### src/rtl/bank_register_if.sv
// Bundle of every signal that crosses the register-file boundary:
// - the WB write port and halt flag;
// - the two ID read ports;
// - the debug dump handshake.
// Signal names are taken from the register file's point of view
// (i_* drives into it, o_* comes out of it).
// - slave modport: used by the register file.
// - master modport: used by the surrounding pipeline and debug unit.
interface bank_register_if #(
  parameter int NB_DATA = 32,
  parameter int NB_REG  = 5
);
  logic               i_WB_reg_write;
  logic [NB_REG-1:0]  i_WB_selected_reg;
  logic [NB_DATA-1:0] i_WB_selected_data;
  logic               i_WB_hlt;
  logic [NB_REG-1:0]  i_ID_rs_addr;
  logic [NB_REG-1:0]  i_ID_rt_addr;
  logic [NB_DATA-1:0] o_ID_rs_data;
  logic [NB_DATA-1:0] o_ID_rt_data;
  logic               o_dump_valid;
  logic [NB_REG-1:0]  o_dump_addr;
  logic [NB_DATA-1:0] o_dump_data;
  logic               i_dump_ready;
  logic               o_dump_done;

  modport slave (
    input  i_WB_reg_write, i_WB_selected_reg, i_WB_selected_data, i_WB_hlt,
    input  i_ID_rs_addr, i_ID_rt_addr, i_dump_ready,
    output o_ID_rs_data, o_ID_rt_data,
    output o_dump_valid, o_dump_addr, o_dump_data, o_dump_done
  );

  modport master (
    output i_WB_reg_write, i_WB_selected_reg, i_WB_selected_data, i_WB_hlt,
    output i_ID_rs_addr, i_ID_rt_addr, i_dump_ready,
    input  o_ID_rs_data, o_ID_rt_data,
    input  o_dump_valid, o_dump_addr, o_dump_data, o_dump_done
  );
endinterface

### src/rtl/bank_register.sv
// General-purpose register file for the ID stage.
// - Commits the WB write and serves the rs/rt read ports combinationally.
// - On halt, streams every register to the debug unit over valid/ready,
//   then parks in DONE until reset.
// Optional feature, selected by the macro BANK_REG_BYPASS_EN:
// - Defined: an IDLE-state write is forwarded to a same-cycle read of the
//   same nonzero index.
// - Undefined: reads see only the stored contents.
module bank_register #(
  parameter int NB_DATA = 32,
  parameter int NB_REG  = 5
) (
  input  logic            i_clock,
  input  logic            i_reset,
  bank_register_if.slave  bus
);

  localparam int              NUM_REGS = 2 ** NB_REG;
  localparam logic [NB_REG-1:0] CNT_ONE  = {{(NB_REG-1){1'b0}}, 1'b1};
  localparam logic [NB_REG-1:0] CNT_LAST = {NB_REG{1'b1}};

  typedef enum logic [1:0] {
    ST_IDLE,
    ST_DUMP,
    ST_DONE
  } state_t;

  state_t             state, state_next;
  logic [NB_REG-1:0]  dump_cnt, dump_cnt_next;
  logic [NB_DATA-1:0] regs [NUM_REGS];

  // Read helper: index 0 is hard-wired to zero. Optionally, a write in
  // flight in IDLE is forwarded to the reader.
  function automatic logic [NB_DATA-1:0] read_port(input logic [NB_REG-1:0] addr);
    logic [NB_DATA-1:0] value;
    if (addr == '0) begin
      value = '0;
    end else begin
      value = regs[addr];
`ifdef BANK_REG_BYPASS_EN
      if (state == ST_IDLE && bus.i_WB_reg_write && addr == bus.i_WB_selected_reg)
        value = bus.i_WB_selected_data;
`endif
    end
    return value;
  endfunction

  // Register storage: commit WB writes while IDLE. Index 0 is never written.
  // NOTE: the array is built from flops rather than RAM, so it can and must
  // be cleared by reset. A RAM macro would not support this.
  always_ff @(posedge i_clock or posedge i_reset) begin
    if (i_reset) begin
      for (int i = 0; i < NUM_REGS; i++) regs[i] <= '0;
    end else if (state == ST_IDLE && bus.i_WB_reg_write &&
                 bus.i_WB_selected_reg != '0) begin
      // NOTE: sequential state uses non-blocking assignment. All flops
      // therefore sample pre-edge values and do not race each other.
      regs[bus.i_WB_selected_reg] <= bus.i_WB_selected_data;
    end
  end

  // Combinational read ports.
  always_comb begin
    bus.o_ID_rs_data = read_port(bus.i_ID_rs_addr);
    bus.o_ID_rt_data = read_port(bus.i_ID_rt_addr);
  end

  // FSM state and dump-counter registers.
  always_ff @(posedge i_clock or posedge i_reset) begin
    if (i_reset) begin
      state    <= ST_IDLE;
      dump_cnt <= '0;
    end else begin
      state    <= state_next;
      dump_cnt <= dump_cnt_next;
    end
  end

  // FSM next state and dump handshake outputs.
  always_comb begin
    // NOTE: every output gets a default before the case statement, so no
    // path can leave a variable unassigned and infer a latch.
    state_next       = state;
    dump_cnt_next    = dump_cnt;
    bus.o_dump_valid = 1'b0;
    bus.o_dump_done  = 1'b0;
    bus.o_dump_addr  = '0;
    bus.o_dump_data  = '0;
    case (state)
      ST_IDLE: begin
        if (bus.i_WB_hlt) begin
          state_next    = ST_DUMP;
          dump_cnt_next = '0;
        end
      end
      ST_DUMP: begin
        bus.o_dump_valid = 1'b1;
        bus.o_dump_addr  = dump_cnt;
        bus.o_dump_data  = (dump_cnt == '0) ? '0 : regs[dump_cnt];
        if (bus.i_dump_ready) begin
          if (dump_cnt == CNT_LAST) state_next    = ST_DONE;
          else                      dump_cnt_next = dump_cnt + CNT_ONE;
        end
      end
      ST_DONE: begin
        bus.o_dump_done = 1'b1;
      end
      default: begin
        state_next = ST_IDLE;
      end
    endcase
  end

endmodule

### src/flat_wrapper.sv
// flat-port wrapper written by rule: the top's interface ports become plain ports
module bank_register_flat 
#(
  parameter int NB_DATA = 32,
  parameter int NB_REG  = 5
)
  (i_clock, i_reset, bus_i_WB_reg_write, bus_i_WB_selected_reg, bus_i_WB_selected_data, bus_i_WB_hlt, bus_i_ID_rs_addr, bus_i_ID_rt_addr, bus_i_dump_ready, bus_o_ID_rs_data, bus_o_ID_rt_data, bus_o_dump_valid, bus_o_dump_addr, bus_o_dump_data, bus_o_dump_done);
  bank_register_if #(.NB_DATA(NB_DATA), .NB_REG(NB_REG)) bus_i ();
  input  logic i_clock;
  input  logic i_reset;
  input wire logic [$bits(bus_i.i_WB_reg_write)-1:0] bus_i_WB_reg_write;
  input wire logic [$bits(bus_i.i_WB_selected_reg)-1:0] bus_i_WB_selected_reg;
  input wire logic [$bits(bus_i.i_WB_selected_data)-1:0] bus_i_WB_selected_data;
  input wire logic [$bits(bus_i.i_WB_hlt)-1:0] bus_i_WB_hlt;
  input wire logic [$bits(bus_i.i_ID_rs_addr)-1:0] bus_i_ID_rs_addr;
  input wire logic [$bits(bus_i.i_ID_rt_addr)-1:0] bus_i_ID_rt_addr;
  input wire logic [$bits(bus_i.i_dump_ready)-1:0] bus_i_dump_ready;
  output wire logic [$bits(bus_i.o_ID_rs_data)-1:0] bus_o_ID_rs_data;
  output wire logic [$bits(bus_i.o_ID_rt_data)-1:0] bus_o_ID_rt_data;
  output wire logic [$bits(bus_i.o_dump_valid)-1:0] bus_o_dump_valid;
  output wire logic [$bits(bus_i.o_dump_addr)-1:0] bus_o_dump_addr;
  output wire logic [$bits(bus_i.o_dump_data)-1:0] bus_o_dump_data;
  output wire logic [$bits(bus_i.o_dump_done)-1:0] bus_o_dump_done;
  assign bus_i.i_WB_reg_write = bus_i_WB_reg_write;
  assign bus_i.i_WB_selected_reg = bus_i_WB_selected_reg;
  assign bus_i.i_WB_selected_data = bus_i_WB_selected_data;
  assign bus_i.i_WB_hlt = bus_i_WB_hlt;
  assign bus_i.i_ID_rs_addr = bus_i_ID_rs_addr;
  assign bus_i.i_ID_rt_addr = bus_i_ID_rt_addr;
  assign bus_i.i_dump_ready = bus_i_dump_ready;
  assign bus_o_ID_rs_data = bus_i.o_ID_rs_data;
  assign bus_o_ID_rt_data = bus_i.o_ID_rt_data;
  assign bus_o_dump_valid = bus_i.o_dump_valid;
  assign bus_o_dump_addr = bus_i.o_dump_addr;
  assign bus_o_dump_data = bus_i.o_dump_data;
  assign bus_o_dump_done = bus_i.o_dump_done;
  bank_register #(.NB_DATA(NB_DATA), .NB_REG(NB_REG)) u_core (.i_clock(i_clock), .i_reset(i_reset), .bus(bus_i));
endmodule
### config.mk
export PLATFORM = sky130hd
export DESIGN_NAME = bank_register_flat
export DESIGN_NICKNAME = d
export VERILOG_FILES = /design/src/rtl/bank_register_if.sv /design/src/rtl/bank_register.sv /design/src/flat_wrapper.sv
export SDC_FILE = /design/constraint.sdc
export NUM_CORES = 2
export LEC_CHECK = 0
export CAP_MARGIN = 20
export CORE_AREA = 10 10 327 565
export DETAILED_ROUTE_END_ITERATION = 7
export DIE_AREA = 0 0 337 575
export MAX_ROUTING_LAYER = met4
export PLACE_DENSITY = 0.52
export SYNTH_ARGS = -nofsm -noshare
export SYNTH_HDL_FRONTEND = slang
export SYNTH_SLANG_ARGS = --single-unit
export TNS_END_PERCENT = 20
### constraint.sdc
create_clock -name i_clock -period 39.9 [get_ports i_clock]
set_input_delay 7.98 -clock i_clock [delete_from_list [all_inputs] [get_ports i_clock]]
set_output_delay 7.98 -clock i_clock [all_outputs]
set_load 0.1 [all_outputs]
---- Yosys cells after proc, flatten, opt, wreduce, memory -nomap -nowiden ----
Index checks and enable logic that the tools add are counted.
operators by class
  add/sub/neg operators ................... 1
  multiply operators ...................... 0
  divide/modulo/power cells ............... 0
  order comparisons ....................... 5
  eq/ne operators ......................... 7
  shifts and indexed selects .............. 0
  muxes and demuxes ....................... 27
  bitwise operators ....................... 5
  reduce and logical (&&, ||, !) cells .... 11
operators by type and width
  cell                   number
  $bwmux W1024           1
  $bmux W32 S5           3
  $mux W32               11
  $demux W32 S5          1
  $ge A6 B6 Y1 const B   4
  $not A5 Y6             4
  $mux W5                4
  $logic_not A5 Y1       3
  $pmux W5 S2            1
  $reduce_and A4 Y1      2
  $lt A6 B1 Y1 const B   1
  $mux W2                3
  $ne A2 B2 Y1 const B   3
  $pmux W2 S3            1
  $add A5 B1 Y5 const B  1
  $eq A5 B5 Y1 const B   1
  $reduce_bool A5 Y1     1
  $logic_and A1 B1 Y1    3
  $eq A2 B1 Y1 const B   1
  $eq A2 B2 Y1 const B   1
  $logic_not A2 Y1       1
  $mux W1                2
  $ne A2 B1 Y1 const B   1
  $reduce_bool A2 Y1     1
  $not A1 Y1             1
word-level totals
  register bits after elaboration ......... 1031
  latch bits .............................. 0
  memory bits (writable) .................. 0
  memory bits (read-only) ................. 0
  input bits .............................. 52
  output and inout port bits .............. 103
  word-level logic and storage cells ...... 90
  memories kept ........................... 0

---- Longest topological paths before layout ----
  depth after elaboration ................. 6
  gate-level depth with buffers ........... 11
  gate-level depth less buffers ........... 7

---- Least setup slack after synthesis ----
No wires, ideal clock.
  kind .................................... input -> output
  from .................................... input port bus_i_ID_rs_addr[2]
  to ...................................... output port bus_o_ID_rs_data[11]
  arrival time ............................ 11.417 ns
  data required time ...................... 31.920 ns
  slack ................................... 20.503 ns
  stages on the path ...................... 7
  path buffers ............................ 5
  cells stage by stage .................... buf_2 buf_2 buf_2 buf_2 buf_1 a21oi_1 a221oi_1
between the ends
  word-level cells in the longest chain between the ends .. 5
  elaborated cells between the ends (all ways) .. 6
  those cells by class .................... mux (4); bitwise (1); reduce/logical (1)
ends and longest elaborated chain
  item                                         RTL line             text
  start, declared                              flat_wrapper.sv:15   input wire logic [$bits(bus_i.i_ID_rs_addr)-1:0] bus_i_ID_rs_addr;
  $not A5 Y6 (implied by the code)             bank_register.sv:39  value = regs[addr];
  $bmux W32 S5                                 bank_register.sv:39
  $mux W32 (implied by the code) (2 in a row)  bank_register.sv:39
  $mux W32 *                                   bank_register.sv:36  if (addr == '0) begin
  end, declared                                flat_wrapper.sv:18   output wire logic [$bits(bus_i.o_ID_rs_data)-1:0] bus_o_ID_rs_data;
Mark *: on every way between the ends. The rest lies on a longest branch, timed or not. The select of a mux whose other input is x is not followed.

---- Final worst setup path ----
  from .................................... input port bus_i_ID_rs_addr[0]
  to ...................................... output port bus_o_ID_rs_data[25]
Same word-level chain as after synthesis.

==> flow_summary.toml <==
[worst_setup_path]
crit_arrival_ns = 12.92
crit_family = "buffers and inverters"
startpoint_type = "primary input"
biggest_cell_delay_along_the_critical_path_ns = 1.34
reg2reg_to = "u_core.regs[451]$_DFFE_PP0P_"
setup_slack_of_the_worst_register_to_register_path_ns = 35.97
timing.reg2reg.worst_path_depth = 4
path_buf_inv = 4
critical_path_peak_fanout = 35
cp_common_cell = "sky130_fd_sc_hd__buf_4"
crit_chain = "buf_8, buf_4, buf_4, mux4_2, mux2_2, a21oi_1, a221oi_1, clkdlybuf4s50_1"
timing.setup.critical_path_class = "in2out"
reg2reg_launch_point = "u_core.state[1]$_DFFE_PP0P_"
worstPathRequired_ns = 31.92
cp-end-kind = "output port"
cp_max_stage_cell = "sky130_fd_sc_hd__clkdlybuf4s50_1"

[sta]
hold_viol = 0
finalClockSkew_ns = 0.0187
post-route-min-period_ns = 20.90
tightest_slew_ns = 1.41
fin_crit_sh_pct = 52.4
rsz_0062_raised_after_global_routing = "false"
worst_slew_margin_rel_pct = 6.01
final.setup.worst_slack_ns = 19.00
fin_tns_setup_ns = 0
final.hold.worst_slack_ns = 0.401
final-max-slew-violation-count = 0
setup_viol = 0
max_clock_freq_ghz = 0.0478

[cts]
numCtsBuffers = 110
post_cts_hold_buffer_count = 0
clock_tree_from_tritoncts = "done"
ctsResizeCount = 0
cts.htree.levels = 3
clockBufferDepth = 3
clock-sinks = 1031
clk-insertion-delay-late_ns = 0.76
post_cts_buffers = 0
cts-root-buf = "sky130_fd_sc_hd__clkbuf_16"
cts.clk_slew.worst_paths_ns = 0.07

[placement]
dp_hpwl_um = 159000
port-buffer-count = 154
post-place-cells = 6366
dp_slack_ns = 19.07
routabilityCongestion = 0.842

[cells_and_area]
area_growth_from_synthesis_to_final_layout_pct = 12.5
finalNonFillerCells = 6606
filler_cell_count = 16200
final_common_cell = "sky130_fd_sc_hd__dfrtp_1"
mostFrequentLayoutCells = "sky130_fd_sc_hd__dfrtp_1 (1027), sky130_fd_sc_hd__mux2_2 (1010), sky130_fd_sc_hd__mux4_2 (658)"
net_count_of_the_finished_layout = 4294
drive_gt1_share_pct = 48.1
final_core_utilization_pct = 40.3

[floorplanning]
die_y_um = 575
fp.coreArea_sq_um = 175000
die_w_um = 337
initial_utilization_pct = 35.9
design.die.area_sq_um = 194000
design.portCount = 155
rows = 203

[power_and_ir_drop]
p_leak_uw = 0.0309
powerDensity_nw_per_um2 = 47.8
peak_supply_drop_mv = 0.0718

[hold_path]
hp-class = "reg2reg"
hold_depth = 0
worstHoldEndpoint = "u_core.regs[1017]$_DFFE_PP0P_"
worstHoldStart = "u_core.regs[1017]$_DFFE_PP0P_"

[grt]
grt_max_degree = 156
grt_first_pass_wirelength_um = 369000
grt-ovfl-total = 0
first_global_vias = 45700
grt_usage_pct = 27.6
antenna_found_initial = 28

[yosys]
synth.distinct_cells = 49
synthFlopType = "sky130_fd_sc_hd__dfrtp_1"
synthMuxAreaShare_pct = 47.4
synth_compound_area_share_pct = 4.87
ys_async_sr_fraction_pct = 100
synth_fa_ha_area_share_pct = 0.0599
synth_nets = 4395
syn-instance-count = 4340
synth-xor-area-share_pct = 0.0280
number_of_storage_elements_in_the_synthesis_netlist = 1031
post_synth.cell_area_avg_sq_um = 14.4
mapped_area_sq_um = 62600
largest_family_of_logic_cells_by_synthesized_area = "multiplexers"
number_of_flops_mapped_to_enable_cells_by_yosys = 0
post_synthesis_simple_gate_area_fraction_pct = 2.47
ys_warn_count = 0
synth-seq-area-share_pct = 41.2

[run_status]
run_status = "finished clean"

[drt]
drt_pre_antenna_iters = 6
detailedRoute.firstIterationViolations = 4289
drcViolationCount = 0
final_antenna_net_count = 0
routed_wire_length_per_instance_um = 39.7
drt-total-wl_um = 262000
vias = 43900
vias_per_cell = 6.64

[flow_run]
cap_viol_max_count = 0
## kinds of logic after synthesis
logic type	count (synthesis)
xor gates and xnor gates	2
adders and majority gates	3
and+or+nand+nor	319
AOI/OAI and AO/OA	415
DFF	1031
muxes	2017
buffers and inverters	553
## cell type report
class                           instances  area (sq um)  area share (%)
Multi-Input combinational cell       2756         34700            49.3
Sequential cell                      1031         25800            36.6
Clock buffer                          167          3250            4.61
Timing Repair Buffer                  311          3240            4.60
Tap cell                             2255          2820            4.00
Clock inverter                         42           468           0.664
Inverter                               29           116           0.165
Antenna cell                           15          37.5          0.0533
## where the power goes
| group | internal [uW] | switching (uW) | leakage [uW] |
|---|---|---|---|
| logic | 375 | 675 | 0.0149 |
| registers | 1130 | 108 | 0.0141 |
| clock network | 619 | 466 | 0.00183 |
## cell usage after synthesis (23+ instances only)
cell / n / share of area [%]
sky130_fd_sc_hd__o32ai_1: 23 / 0.32
sky130_fd_sc_hd__buf_4: 28 / 0.34
sky130_fd_sc_hd__clkbuf_1: 237 / 1.4
sky130_fd_sc_hd__nand2_1: 149 / 0.89
sky130_fd_sc_hd__inv_1: 29 / 0.17
sky130_fd_sc_hd__dfrtp_1: 1031 / 41
sky130_fd_sc_hd__a22o_1: 33 / 0.46
sky130_fd_sc_hd__mux2i_1: 342 / 5.5
sky130_fd_sc_hd__nand3_1: 28 / 0.22
sky130_fd_sc_hd__and3_1: 44 / 0.44
sky130_fd_sc_hd__nor2_1: 44 / 0.26
sky130_fd_sc_hd__mux4_2: 658 / 24
sky130_fd_sc_hd__o22ai_1: 35 / 0.35
sky130_fd_sc_hd__a221o_1: 24 / 0.38
sky130_fd_sc_hd__mux2_2: 1010 / 18
sky130_fd_sc_hd__a221oi_1: 52 / 0.73
sky130_fd_sc_hd__a22oi_1: 53 / 0.64
sky130_fd_sc_hd__a21oi_1: 96 / 0.77
sky130_fd_sc_hd__buf_1: 41 / 0.25
sky130_fd_sc_hd__buf_2: 211 / 1.7
sky130_fd_sc_hd__o2111ai_1: 32 / 0.45
## routing by layer
| layer | vias up | GRT usage [%] | share of wire, % |
|---|---|---|---|
| met5 | - | - | 0 |
| met4 | 0 | 14.3 | 5.8 |
| met3 | 664 | 4.63 | 6.6 |
| met2 | 2107 | 45.3 | 50 |
| li1 | 17000 | - | - |
| met1 | 24200 | 32.2 | 38 |
## worst register-to-register path, cell delays in order (launching register included)
cell	delay (ns)
sky130_fd_sc_hd__dfrtp_1	0.48
sky130_fd_sc_hd__nor3b_1	0.88
sky130_fd_sc_hd__and2_0	0.77
sky130_fd_sc_hd__nand3_4	1.02
sky130_fd_sc_hd__mux2_2	0.66
## registers in the layout (all words and copies together) (netlist names)
signal / cells
u_core.dump_cnt: 5
u_core.regs: 1024
u_core.state: 2
## metrics by stage
| stage | instance area, sq um | power (uW) |
|---|---|---|
| after floorplan | 62600 | 1900 |
| after global placement | 66100 | 2280 |
| after detailed placement | 66400 | 2290 |
| after CTS | 70100 | 3380 |
| after global routing | 70500 | 3460 |
| final | 70500 | 3370 |
## how the worst max path moves through the flow
| stage | startpoint | end | depth (start not counted) |
|---|---|---|---|
| 4_1_cts | bus_i_ID_rs_addr[0] | bus_o_ID_rs_data[15] | 8 |
| 3_3_place_gp | bus_i_ID_rs_addr[0] | bus_o_ID_rs_data[15] | 8 |
| 5_1_grt | bus_i_ID_rs_addr[0] | bus_o_ID_rs_data[15] | 8 |
| 2_1_floorplan | i_reset | u_core.dump_cnt[0]$_DFFE_PP0P_ | 1 |
| 6_report | bus_i_ID_rs_addr[0] | bus_o_ID_rs_data[25] | 8 |
| 3_5_place_dp | bus_i_ID_rs_addr[0] | bus_o_ID_rs_data[15] | 8 |
Power figures use the tool's default switching activity.
